===== src/rtl/uart_pkg.sv =====
// Shared types and helpers for the UART SAT-IP: parity selection, FSM state
// encodings and a frame-length helper used to size bit counters.
package uart_pkg;

  typedef enum logic [1:0] {
    PAR_NONE = 2'd0,
    PAR_EVEN = 2'd1,
    PAR_ODD  = 2'd2
  } parity_e;

  typedef enum logic [2:0] {
    TX_IDLE,
    TX_START,
    TX_DATA,
    TX_PARITY,
    TX_STOP
  } tx_state_e;

  typedef enum logic [2:0] {
    RX_IDLE,
    RX_START,
    RX_DATA,
    RX_PARITY,
    RX_STOP
  } rx_state_e;

  function automatic int frame_bits(input int data_bits, input parity_e parity, input int stop_bits);
    return 1 + data_bits + ((parity != PAR_NONE) ? 1 : 0) + stop_bits;
  endfunction

endpackage


===== src/rtl/uart_sync_fifo.sv =====
// Show-ahead synchronous FIFO with registered occupancy count. FULL_PASS lets a
// push into a full FIFO succeed when a pop happens in the same cycle.
module uart_sync_fifo #(
  parameter int WIDTH     = 8,
  parameter int DEPTH     = 4,
  parameter bit FULL_PASS = 1'b0
) (
  input  logic                       clk,
  input  logic                       rst,
  input  logic                       push_i,
  input  logic [WIDTH-1:0]           data_i,
  input  logic                       pop_i,
  output logic [WIDTH-1:0]           head_o,
  output logic [$clog2(DEPTH+1)-1:0] count_o,
  output logic                       full_o,
  output logic                       empty_o
);
  localparam int AW = $clog2(DEPTH);
  localparam int CW = $clog2(DEPTH+1);

  logic [WIDTH-1:0] mem_q [DEPTH];
  logic [AW-1:0]    wr_q, rd_q;
  logic [CW-1:0]    count_q;
  logic             do_push, do_pop;

  assign full_o  = (count_q == CW'(DEPTH));
  assign empty_o = (count_q == '0);
  assign do_pop  = pop_i && !empty_o;
  assign do_push = push_i && (!full_o || (FULL_PASS && do_pop));

  always_ff @(posedge clk or posedge rst) begin
    if (rst) begin
      wr_q    <= '0;
      rd_q    <= '0;
      count_q <= '0;
    end else begin
      if (do_push) wr_q <= wr_q + 1'b1;
      if (do_pop)  rd_q <= rd_q + 1'b1;
      count_q <= count_q + CW'(do_push) - CW'(do_pop);
    end
  end

  always_ff @(posedge clk) begin
    if (do_push) mem_q[wr_q] <= data_i;
  end

  // Empty FIFO presents zero so the head never shows stale or uninitialised data.
  assign head_o  = empty_o ? '0 : mem_q[rd_q];
  assign count_o = count_q;

endmodule


===== src/rtl/uart_sat_fifo.sv =====
// UART SAT-IP: TX/RX byte FIFOs around a configurable-frame UART with input
// synchronisers, false-start rejection, sticky line errors and RTS flow control.
module uart_sat_fifo import uart_pkg::*; #(
  parameter int      BAUD_DIV   = 217,
  parameter int      DATA_BITS  = 8,
  parameter parity_e PARITY     = PAR_NONE,
  parameter int      STOP_BITS  = 1,
  parameter int      TX_DEPTH   = 4,
  parameter int      RX_DEPTH   = 4,
  parameter int      RTS_MARGIN = 1
) (
  input  logic                          clk,
  input  logic                          rst,
  input  logic [DATA_BITS-1:0]          tx_data,
  input  logic                          tx_valid,
  output logic                          tx_ready,
  output logic [DATA_BITS-1:0]          rx_data,
  output logic                          rx_valid,
  input  logic                          rx_ready,
  output logic [$clog2(TX_DEPTH+1)-1:0] tx_level,
  output logic [$clog2(RX_DEPTH+1)-1:0] rx_level,
  output logic                          tx_idle,
  output logic                          err_parity,
  output logic                          err_frame,
  output logic                          err_overrun,
  input  logic                          err_clr,
  output logic                          UART_TX,
  input  logic                          UART_RX,
  input  logic                          UART_CTS,
  output logic                          UART_RTS
);
  localparam int BW    = $clog2(BAUD_DIV);
  localparam int IDX_W = $clog2(frame_bits(DATA_BITS, PARITY, STOP_BITS));
  localparam int HALF  = BAUD_DIV / 2;

  logic [1:0] rx_sync_q, cts_sync_q;
  logic       rx_prev_q, rx_s, cts_s;

  always_ff @(posedge clk or posedge rst) begin
    if (rst) begin
      rx_sync_q  <= 2'b11;
      cts_sync_q <= 2'b11;
      rx_prev_q  <= 1'b1;
    end else begin
      rx_sync_q  <= {rx_sync_q[0], UART_RX};
      cts_sync_q <= {cts_sync_q[0], UART_CTS};
      rx_prev_q  <= rx_s;
    end
  end
  assign rx_s  = rx_sync_q[1];
  assign cts_s = cts_sync_q[1];

  logic [DATA_BITS-1:0] tx_head, rx_shift_q, rx_shift_d;
  logic                 tx_pop, tx_empty, tx_full, rx_push, rx_full, rx_empty;

  uart_sync_fifo #(.WIDTH(DATA_BITS), .DEPTH(TX_DEPTH), .FULL_PASS(1'b0)) u_tx_fifo (
    .clk(clk), .rst(rst), .push_i(tx_valid), .data_i(tx_data), .pop_i(tx_pop),
    .head_o(tx_head), .count_o(tx_level), .full_o(tx_full), .empty_o(tx_empty)
  );

  uart_sync_fifo #(.WIDTH(DATA_BITS), .DEPTH(RX_DEPTH), .FULL_PASS(1'b1)) u_rx_fifo (
    .clk(clk), .rst(rst), .push_i(rx_push), .data_i(rx_shift_q), .pop_i(rx_ready),
    .head_o(rx_data), .count_o(rx_level), .full_o(rx_full), .empty_o(rx_empty)
  );

  assign tx_ready = !tx_full;
  assign rx_valid = !rx_empty;

  tx_state_e            tx_state_q, tx_state_d;
  logic [BW-1:0]        tx_cnt_q, tx_cnt_d;
  logic [IDX_W-1:0]     tx_idx_q, tx_idx_d;
  logic [DATA_BITS-1:0] tx_shift_q, tx_shift_d;
  logic                 tx_par_q, tx_par_d, tx_line_q, tx_line_d, tx_tick, tx_go;

  assign tx_go = !tx_empty && !cts_s;

  always_comb begin
    tx_state_d = tx_state_q;
    tx_cnt_d   = tx_cnt_q;
    tx_idx_d   = tx_idx_q;
    tx_shift_d = tx_shift_q;
    tx_par_d   = tx_par_q;
    tx_pop     = 1'b0;
    tx_tick    = (tx_cnt_q == BW'(BAUD_DIV-1));
    if (tx_state_q != TX_IDLE) tx_cnt_d = tx_tick ? '0 : tx_cnt_q + 1'b1;
    case (tx_state_q)
      TX_IDLE: if (tx_go) begin
        tx_pop     = 1'b1;
        tx_state_d = TX_START;
        tx_cnt_d   = '0;
      end
      TX_START: if (tx_tick) begin
        tx_state_d = TX_DATA;
        tx_idx_d   = '0;
      end
      TX_DATA: if (tx_tick) begin
        tx_shift_d = tx_shift_q >> 1;
        if (tx_idx_q == IDX_W'(DATA_BITS-1)) begin
          tx_state_d = (PARITY != PAR_NONE) ? TX_PARITY : TX_STOP;
          tx_idx_d   = '0;
        end else begin
          tx_idx_d = tx_idx_q + 1'b1;
        end
      end
      TX_PARITY: if (tx_tick) tx_state_d = TX_STOP;
      TX_STOP: if (tx_tick) begin
        if (tx_idx_q == IDX_W'(STOP_BITS-1)) begin
          // Chain straight into the next start bit so queued frames have no gap.
          tx_state_d = tx_go ? TX_START : TX_IDLE;
          tx_pop     = tx_go;
        end else begin
          tx_idx_d = tx_idx_q + 1'b1;
        end
      end
      default: tx_state_d = TX_IDLE;
    endcase
    if (tx_pop) begin
      tx_shift_d = tx_head;
      tx_par_d   = (^tx_head) ^ (PARITY == PAR_ODD);
    end
  end

  always_comb begin
    tx_line_d = 1'b1;
    case (tx_state_q)
      TX_START:  tx_line_d = 1'b0;
      TX_DATA:   tx_line_d = tx_shift_q[0];
      TX_PARITY: tx_line_d = tx_par_q;
      default:   tx_line_d = 1'b1;
    endcase
  end

  rx_state_e        rx_state_q, rx_state_d;
  logic [BW-1:0]    rx_cnt_q, rx_cnt_d;
  logic [IDX_W-1:0] rx_idx_q, rx_idx_d;
  logic             rx_par_q, rx_par_d, rx_tick, par_bad;
  logic             set_parity, set_frame, set_overrun;

  assign par_bad = (PARITY != PAR_NONE) && (rx_par_q != ((^rx_shift_q) ^ (PARITY == PAR_ODD)));

  always_comb begin
    rx_state_d  = rx_state_q;
    rx_cnt_d    = rx_cnt_q;
    rx_idx_d    = rx_idx_q;
    rx_shift_d  = rx_shift_q;
    rx_par_d    = rx_par_q;
    rx_push     = 1'b0;
    set_parity  = 1'b0;
    set_frame   = 1'b0;
    set_overrun = 1'b0;
    // Start bit is checked at its middle; every later sample is one full bit on.
    rx_tick = (rx_state_q == RX_START) ? (rx_cnt_q == BW'(HALF-1)) : (rx_cnt_q == BW'(BAUD_DIV-1));
    if (rx_state_q != RX_IDLE) rx_cnt_d = rx_tick ? '0 : rx_cnt_q + 1'b1;
    case (rx_state_q)
      RX_IDLE: if (rx_prev_q && !rx_s) begin
        rx_state_d = RX_START;
        rx_cnt_d   = '0;
      end
      RX_START: if (rx_tick) begin
        rx_state_d = rx_s ? RX_IDLE : RX_DATA;
        rx_idx_d   = '0;
      end
      RX_DATA: if (rx_tick) begin
        rx_shift_d = {rx_s, rx_shift_q[DATA_BITS-1:1]};
        if (rx_idx_q == IDX_W'(DATA_BITS-1)) begin
          rx_state_d = (PARITY != PAR_NONE) ? RX_PARITY : RX_STOP;
        end else begin
          rx_idx_d = rx_idx_q + 1'b1;
        end
      end
      RX_PARITY: if (rx_tick) begin
        rx_par_d   = rx_s;
        rx_state_d = RX_STOP;
      end
      RX_STOP: if (rx_tick) begin
        rx_state_d = RX_IDLE;
        if (!rx_s)                    set_frame   = 1'b1;
        else if (par_bad)             set_parity  = 1'b1;
        else if (rx_full && !rx_ready) set_overrun = 1'b1;
        else                          rx_push     = 1'b1;
      end
      default: rx_state_d = RX_IDLE;
    endcase
  end

  always_ff @(posedge clk or posedge rst) begin
    if (rst) begin
      tx_state_q  <= TX_IDLE;
      tx_cnt_q    <= '0;
      tx_idx_q    <= '0;
      tx_shift_q  <= '0;
      tx_par_q    <= 1'b0;
      tx_line_q   <= 1'b1;
      rx_state_q  <= RX_IDLE;
      rx_cnt_q    <= '0;
      rx_idx_q    <= '0;
      rx_shift_q  <= '0;
      rx_par_q    <= 1'b0;
      err_parity  <= 1'b0;
      err_frame   <= 1'b0;
      err_overrun <= 1'b0;
      UART_RTS    <= 1'b1;
    end else begin
      tx_state_q  <= tx_state_d;
      tx_cnt_q    <= tx_cnt_d;
      tx_idx_q    <= tx_idx_d;
      tx_shift_q  <= tx_shift_d;
      tx_par_q    <= tx_par_d;
      tx_line_q   <= tx_line_d;
      rx_state_q  <= rx_state_d;
      rx_cnt_q    <= rx_cnt_d;
      rx_idx_q    <= rx_idx_d;
      rx_shift_q  <= rx_shift_d;
      rx_par_q    <= rx_par_d;
      err_parity  <= set_parity  | (err_parity  & ~err_clr);
      err_frame   <= set_frame   | (err_frame   & ~err_clr);
      err_overrun <= set_overrun | (err_overrun & ~err_clr);
      UART_RTS    <= (RX_DEPTH - int'(rx_level)) < RTS_MARGIN;
    end
  end

  assign UART_TX = tx_line_q;
  assign tx_idle = tx_empty && (tx_state_q == TX_IDLE);

endmodule


===== config.mk =====
export PLATFORM = sky130hd
export DESIGN_NAME = uart_sat_fifo
export DESIGN_NICKNAME = d
export VERILOG_FILES = /design/src/rtl/uart_pkg.sv /design/src/rtl/uart_sync_fifo.sv /design/src/rtl/uart_sat_fifo.sv
export SDC_FILE = /design/constraint.sdc
export NUM_CORES = 1
export LEC_CHECK = 0
export CORE_ASPECT_RATIO = 0.5
export CORE_MARGIN = 2
export CORE_UTILIZATION = 51
export DETAILED_ROUTE_END_ITERATION = 16
export GPL_TIMING_DRIVEN = 0
export PLACE_DENSITY_LB_ADDON = 0.15
export SLEW_MARGIN = 10
export SYNTH_ARGS = -nofsm -noshare
export SYNTH_HDL_FRONTEND = slang
export SYNTH_SLANG_ARGS = --single-unit

===== constraint.sdc =====
create_clock -name clk -period 4.85 [get_ports clk]
set_input_delay 0.97 -clock clk [delete_from_list [all_inputs] [get_ports clk]]
set_output_delay 0.97 -clock clk [all_outputs]
set_load 0.05 [all_outputs]

---- After elaboration in Yosys (flattened, before gate mapping) ----
Memories as Yosys holds them, arrays and structs flattened.
Cells that the tools add are included.
storage, ports and cells
  register bits ........................... 71
  bits in writable memories ............... 64
  input bits .............................. 15
  output and inout bits ................... 22
  logic and storage cells ................. 170
  memories kept ........................... 2
memories
  memory           words  width  rd ports  clocked after memory_dff  wr ports  RTL line              text
  u_rx_fifo.mem_q  4      8      1         0                         1         uart_sync_fifo.sv:21  logic [WIDTH-1:0] mem_q [DEPTH];
  u_tx_fifo.mem_q  4      8      1         0                         1         uart_sync_fifo.sv:21
operators by class
  add/subtract/negate cells ............... 13
  $lt $le $gt $ge ......................... 1
  equal/unequal tests ..................... 30
  multiplexer cells ....................... 61
  bitwise logic cells ..................... 6
  reductions and logical operators ........ 34
operator list
  operator                                                                number
  8-bit 2-to-1 mux                                                        13
  3-bit 2-to-1 mux                                                        13
  4-bit 2-to-1 mux                                                        8
  2-bit != test (second input constant)                                   15
  3-bit one-hot mux with 5 select lines                                   2
  1-bit 2-to-1 mux                                                        20
  8-bit by 1-bit adder with 8-bit output (second input constant)          2
  8-bit equality test (second input constant)                             2
  3-bit by 2-bit equality test with 1-bit output (second input constant)  4
  3-bit equality test (second input constant)                             4
  3-bit zero test                                                         4
  4-bit one-hot mux with 3 select lines                                   1
  3-bit nonzero test                                                      3
  2-bit by 1-bit adder with 2-bit output (second input constant)          4
  4-bit by 1-bit adder with 4-bit output (second input constant)          2
  4-bit by 3-bit equality test with 1-bit output (second input constant)  2
  8-bit by 7-bit equality test with 1-bit output (second input constant)  1
  1-bit logical AND                                                       8
  4-bit one-hot mux with 2 select lines                                   1
  8-bit XOR reduction                                                     1
  1-bit zero test                                                         7
  7-bit AND reduction                                                     1
  3-bit by 1-bit adder with 3-bit output                                  2
  3-bit by 1-bit equality test with 1-bit output (second input constant)  2
  16 further kinds                                                        23

---- Depth between registers and ports, before layout ----
  depth after elaboration ................. 9
  depth in mapped cells ................... 13
  depth with buffers taken out ............ 13

---- By module ----
A second synthesis with hierarchy kept.
second synthesis, totals
  cell total of the unflattened synthesis .. 476
  area total of the unflattened synthesis .. 6,298.5 sq um
by module, submodules not included
  module                       times used  cells each  area each (sq um)  seq. area each (sq um)
  uart_sat_fifo                1           300         3,019.1            1,435.1
  uart_sync_fifo at u_tx_fifo  1           88          1,645.3            1,136.1
  uart_sync_fifo at u_rx_fifo  1           88          1,634.1            1,136.1

---- Worst setup path before layout ----
OpenSTA, ideal clock, no wires.
  kind .................................... register -> output
  start ................................... reg u_rx_fifo.count_q[1], in the netlist u_rx_fifo.count_o[1]
  end ..................................... out rx_data[0]
  data arrival time ....................... 1,909 ps
  data required time ...................... 3,880 ps
  slack ................................... 1,971 ps
  cell stages (with the launch flop) ...... 5
  buffers on the path ..................... 0
  cell sequence ........................... dfrtp_1 -> nor2_1 -> ha_1 -> inv_1 -> and2_1
on the way
  longest elaborated chain between the ends .. 2
ends and longest elaborated chain
  element                   RTL line              text
  start: declaration        uart_sync_fifo.sv:23  logic [CW-1:0] count_q;
  start signal: assignment  uart_sync_fifo.sv:39  count_q <= count_q + CW'(do_push) - CW'(do_pop);
  3-bit zero test           uart_sync_fifo.sv:27  assign empty_o = (count_q == '0);
  8-bit 2-to-1 mux          uart_sync_fifo.sv:48  assign head_o = empty_o ? '0 : mem_q[rd_q];
  end: declaration          uart_sat_fifo.sv:17   output logic [DATA_BITS-1:0] rx_data,
No other way between the ends.

---- Worst setup path in the final report ----
  start ................................... reg u_rx_fifo.rd_q[0]
  end ..................................... out rx_data[6]
on the way
  longest elaborated chain between the ends .. 2
ends and longest elaborated chain
  element                   RTL line              text
  start: declaration        uart_sync_fifo.sv:22  logic [AW-1:0] wr_q, rd_q;
  start signal: assignment  uart_sync_fifo.sv:38  if (do_pop) rd_q <= rd_q + 1'b1;
  memory read 4 x 8 bit     --
  8-bit 2-to-1 mux          uart_sync_fifo.sv:48
No other way between the ends.

==> qor.yml <==
global_routing:
  grt_pass1_vias: 3545
  grt_util_all_layers_pct: 17.40
  overflow: 0
  antenna_found_initial: 0
  grt_max_degree: 62
  grt_first_pass_wirelength_um: 17160
synthesis:
  synthAdderAreaFrac_pct: 4.957
  synth-main-ff-cell: "edfxtp_1"
  async_reset_ff_share_pct: 52.59
  ys_top_cells_by_area: "edfxtp_1, dfrtp_1, mux4_2"
  synth_top_area_share_pct: 31.46
  synth_top_family_by_area: "simple AND/OR/NAND/NOR gates"
  synth_edf_count: 64
  synth.avg_cell_area_um2: 13.54
  synth_compound_area_share_pct: 6.841
  synthCells: 451
  yosysSeqAreaShare_pct: 60.69
  synthesis.nets: 489
  syn_area_um2: 6108
  ys_types: 65
  synth_simple_gate_area_share_pct: 13.15
  synth_top_area_cell: "edfxtp_1"
  synthXorXnorAreaFrac_pct: 3.441
  ys_seq_elements: 135
  synthMuxAreaShare_pct: 7.886
  synth_warnings: 0
route:
  post_drt_via_cell_ratio: 5.212
  drc_errors: 0
  top_layer_used: "met4"
  firstDrtPassIters: 5
  drt-met1-wl_um: 4733
  routed_wirelength_um: 10050
  drt_iter0_markers: 165
  num_vias: 3570
  ant_nets: 0
  wl_met2_um: 4852
  dr_wl_met3_um: 335
  wl_per_cell_um: 14.68
die:
  die_h_um: 81.39
  core_area_um2: 11740
  die_w_um: 158.8
  initial_core_util_pct: 52.05
  ios: 37
  rows: 28
  dieArea_um2: 12920
timing:
  period_needed_ns: 3.416
  setup_viol: 0
  tns_ns: 0
  slew_viol_final: 0
  tightest_slew_ns: 0.6803
  period_share_pct: 70.42
  skew_ns: 0.009178
  max-slew-margin-rel_pct: 54.26
  hold_viol_final: 0
  rsz0062_at_grt: "no"
  fmax_ghz: 0.2928
cts:
  cts_resized: 0
  clk_path_buf_depth: 2
  cts_tree: "done"
  cts_root_buf: "clkbuf_16"
  clock_latency_ns: 0.42
  clk_pin_slew_ns: 0.06
  holdBufCountCts: 0
  cts_made_buffers: 17
  clock_sinks: 135
  post_cts_buffers: 0
  htree_levels: 4
cells_and_area:
  n_antenna_cell: 0
  final_nets: 545
  drive_above_1_share_pct: 17.31
  fillCellCount: 929
  syn_to_final_growth_pct: 20.20
pwr:
  power.density_nw_per_um2: 591.2
  leakagePower_nw: 2.954
  power_w: 0.004341
  ir_drop_uv: 528.7
critical_path:
  start_kind: "flip-flop"
  worstPathRequired_ns: 3.88
  critical_path_class: "reg2out"
  cp.arrival_ns: 2.45
  crit_fanout: 10
  cp-end-kind: "output port"
placement:
  port_buffers: 36
  place_congestion: 0.7710
  place_hpwl_um: 6683
min_path:
  hold_class: "reg2reg"
job:
  maxCapViolations: 0
run_status:
  status: "finished, final reports clean"
[stage by stage]
step / instances / worst slack [ns] / utilization [%] / area (um^2) / hold WS [ns]
6_report: 685 / 1.434 / 62.56 / 7342 / 0.3577
3_5_place_dp: 653 / 1.853 / 57.13 / 6705 / 0.3505
3_3_place_gp: 652 / 0.8185 / 56.88 / 6675 / 0.3510
4_1_cts: 685 / 1.396 / 62.56 / 7342 / 0.3597
2_1_floorplan: 451 / 1.971 / - / 6108 / 0.3452
5_1_grt: 685 / 1.319 / 62.56 / 7342 / 0.3619
[synth_stat cells (4+ instances only)]
library cell	number
and3_1	8
dfrtp_1	64
mux4_2	16
a21oi_1	11
buf_2	4
and2_1	20
mux2_2	8
xnor2_1	17
a221o_1	6
nor3_1	4
dfstp_2	7
edfxtp_1	64
o21ai_0	19
ha_1	21
nor2_1	23
nand2_1	31
a31oi_1	4
xor2_1	7
nand3_1	12
inv_1	28
clkbuf_1	4
nand2b_1	7
[cells by family (layout without fill, tap and decap cells)]
group | count (synthesis) | in the layout
fa+ha+maj | 23 | 23
buf+inv | 40 | 109
compound gates | 61 | 61
flops | 135 | 135
xor+xnor | 24 | 24
simple gates | 141 | 141
mux | 27 | 27
[cell type report]
class | count | area [um^2] | share of cell area [%]
buffer | 11 | 71.32 | 0.9714
clock buffer | 19 | 442.9 | 6.033
clock inverter | 13 | 193.9 | 2.641
inverter | 29 | 116.4 | 1.585
multi-input combinational | 276 | 2216 | 30.18
sequential | 135 | 3707 | 50.49
tap | 165 | 206.4 | 2.812
timing repair buffer | 37 | 387.9 | 5.283
[sequential cells by signal, indices dropped and copies added (netlist names), 4 cells and up]
register,count
u_rx_fifo.mem_q,32
u_tx_fifo.mem_q,32
rx_cnt_q,8
rx_shift_q,8
tx_cnt_q,8
tx_shift_q,8
rx_idx_q,4
tx_idx_q,4
[cell usage in the layout (no fill, tap or decap), types with 5 or more instances in the layout]
master,netlist,layout
dfrtp_1,64,64
edfxtp_1,64,64
clkdlybuf4s50_1,0,36
nand2_1,31,31
inv_1,28,27
nor2_1,23,23
ha_1,21,21
and2_1,20,20
o21ai_0,19,19
xnor2_1,17,17
clkbuf_16,0,17
mux4_2,16,16
nand3_1,12,12
a21oi_1,11,11
mux2_2,8,8
and3_1,8,8
dfstp_2,7,7
nand2b_1,7,7
xor2_1,7,7
a221o_1,6,6
clkbuf_1,4,5
[report_power, final]
| part | internal (W) | total (W) | switching [W] |
|---|---|---|---|
| clock | 0.000881 | 0.00138 | 0.000498 |
| sequential | 0.00142 | 0.00158 | 0.000158 |
| combinational | 0.000610 | 0.00138 | 0.000772 |
[layer usage]
| metal | GRT usage, % | up-vias |
|---|---|---|
| met2 | 28.65 | 54 |
| met5 | 0 | - |
| met1 | 21.99 | 1742 |
| li1 | - | 1757 |
| met3 | 6.027 | 17 |
| met4 | 5.963 | 0 |
[worst paths after layout]
path	startpoint	end	slack, ns	cells after the start
max in group asynchronous	rst	rx_sync_q[1]	3.43	3
worst max-delay path	u_rx_fifo.rd_q[0]	rx_data[6]	1.43	4
worst min register to register	rx_sync_q[0]	rx_sync_q[1]	0.36	0
min in group asynchronous	rst	u_rx_fifo.count_o[0]	0.82	2
worst min-delay path	rx_sync_q[0]	rx_sync_q[1]	0.36	0
worst max register to register	tx_cnt_q[0]	u_tx_fifo.count_o[2]	1.90	13
[critical path: stages, from the launching register on]
cell	delay [ns]
dfrtp_1	0.31
buf_2	0.30
mux4_2	0.55
and2_1	0.17
clkdlybuf4s50_1	0.69
(Power assumes the default switching activity.)
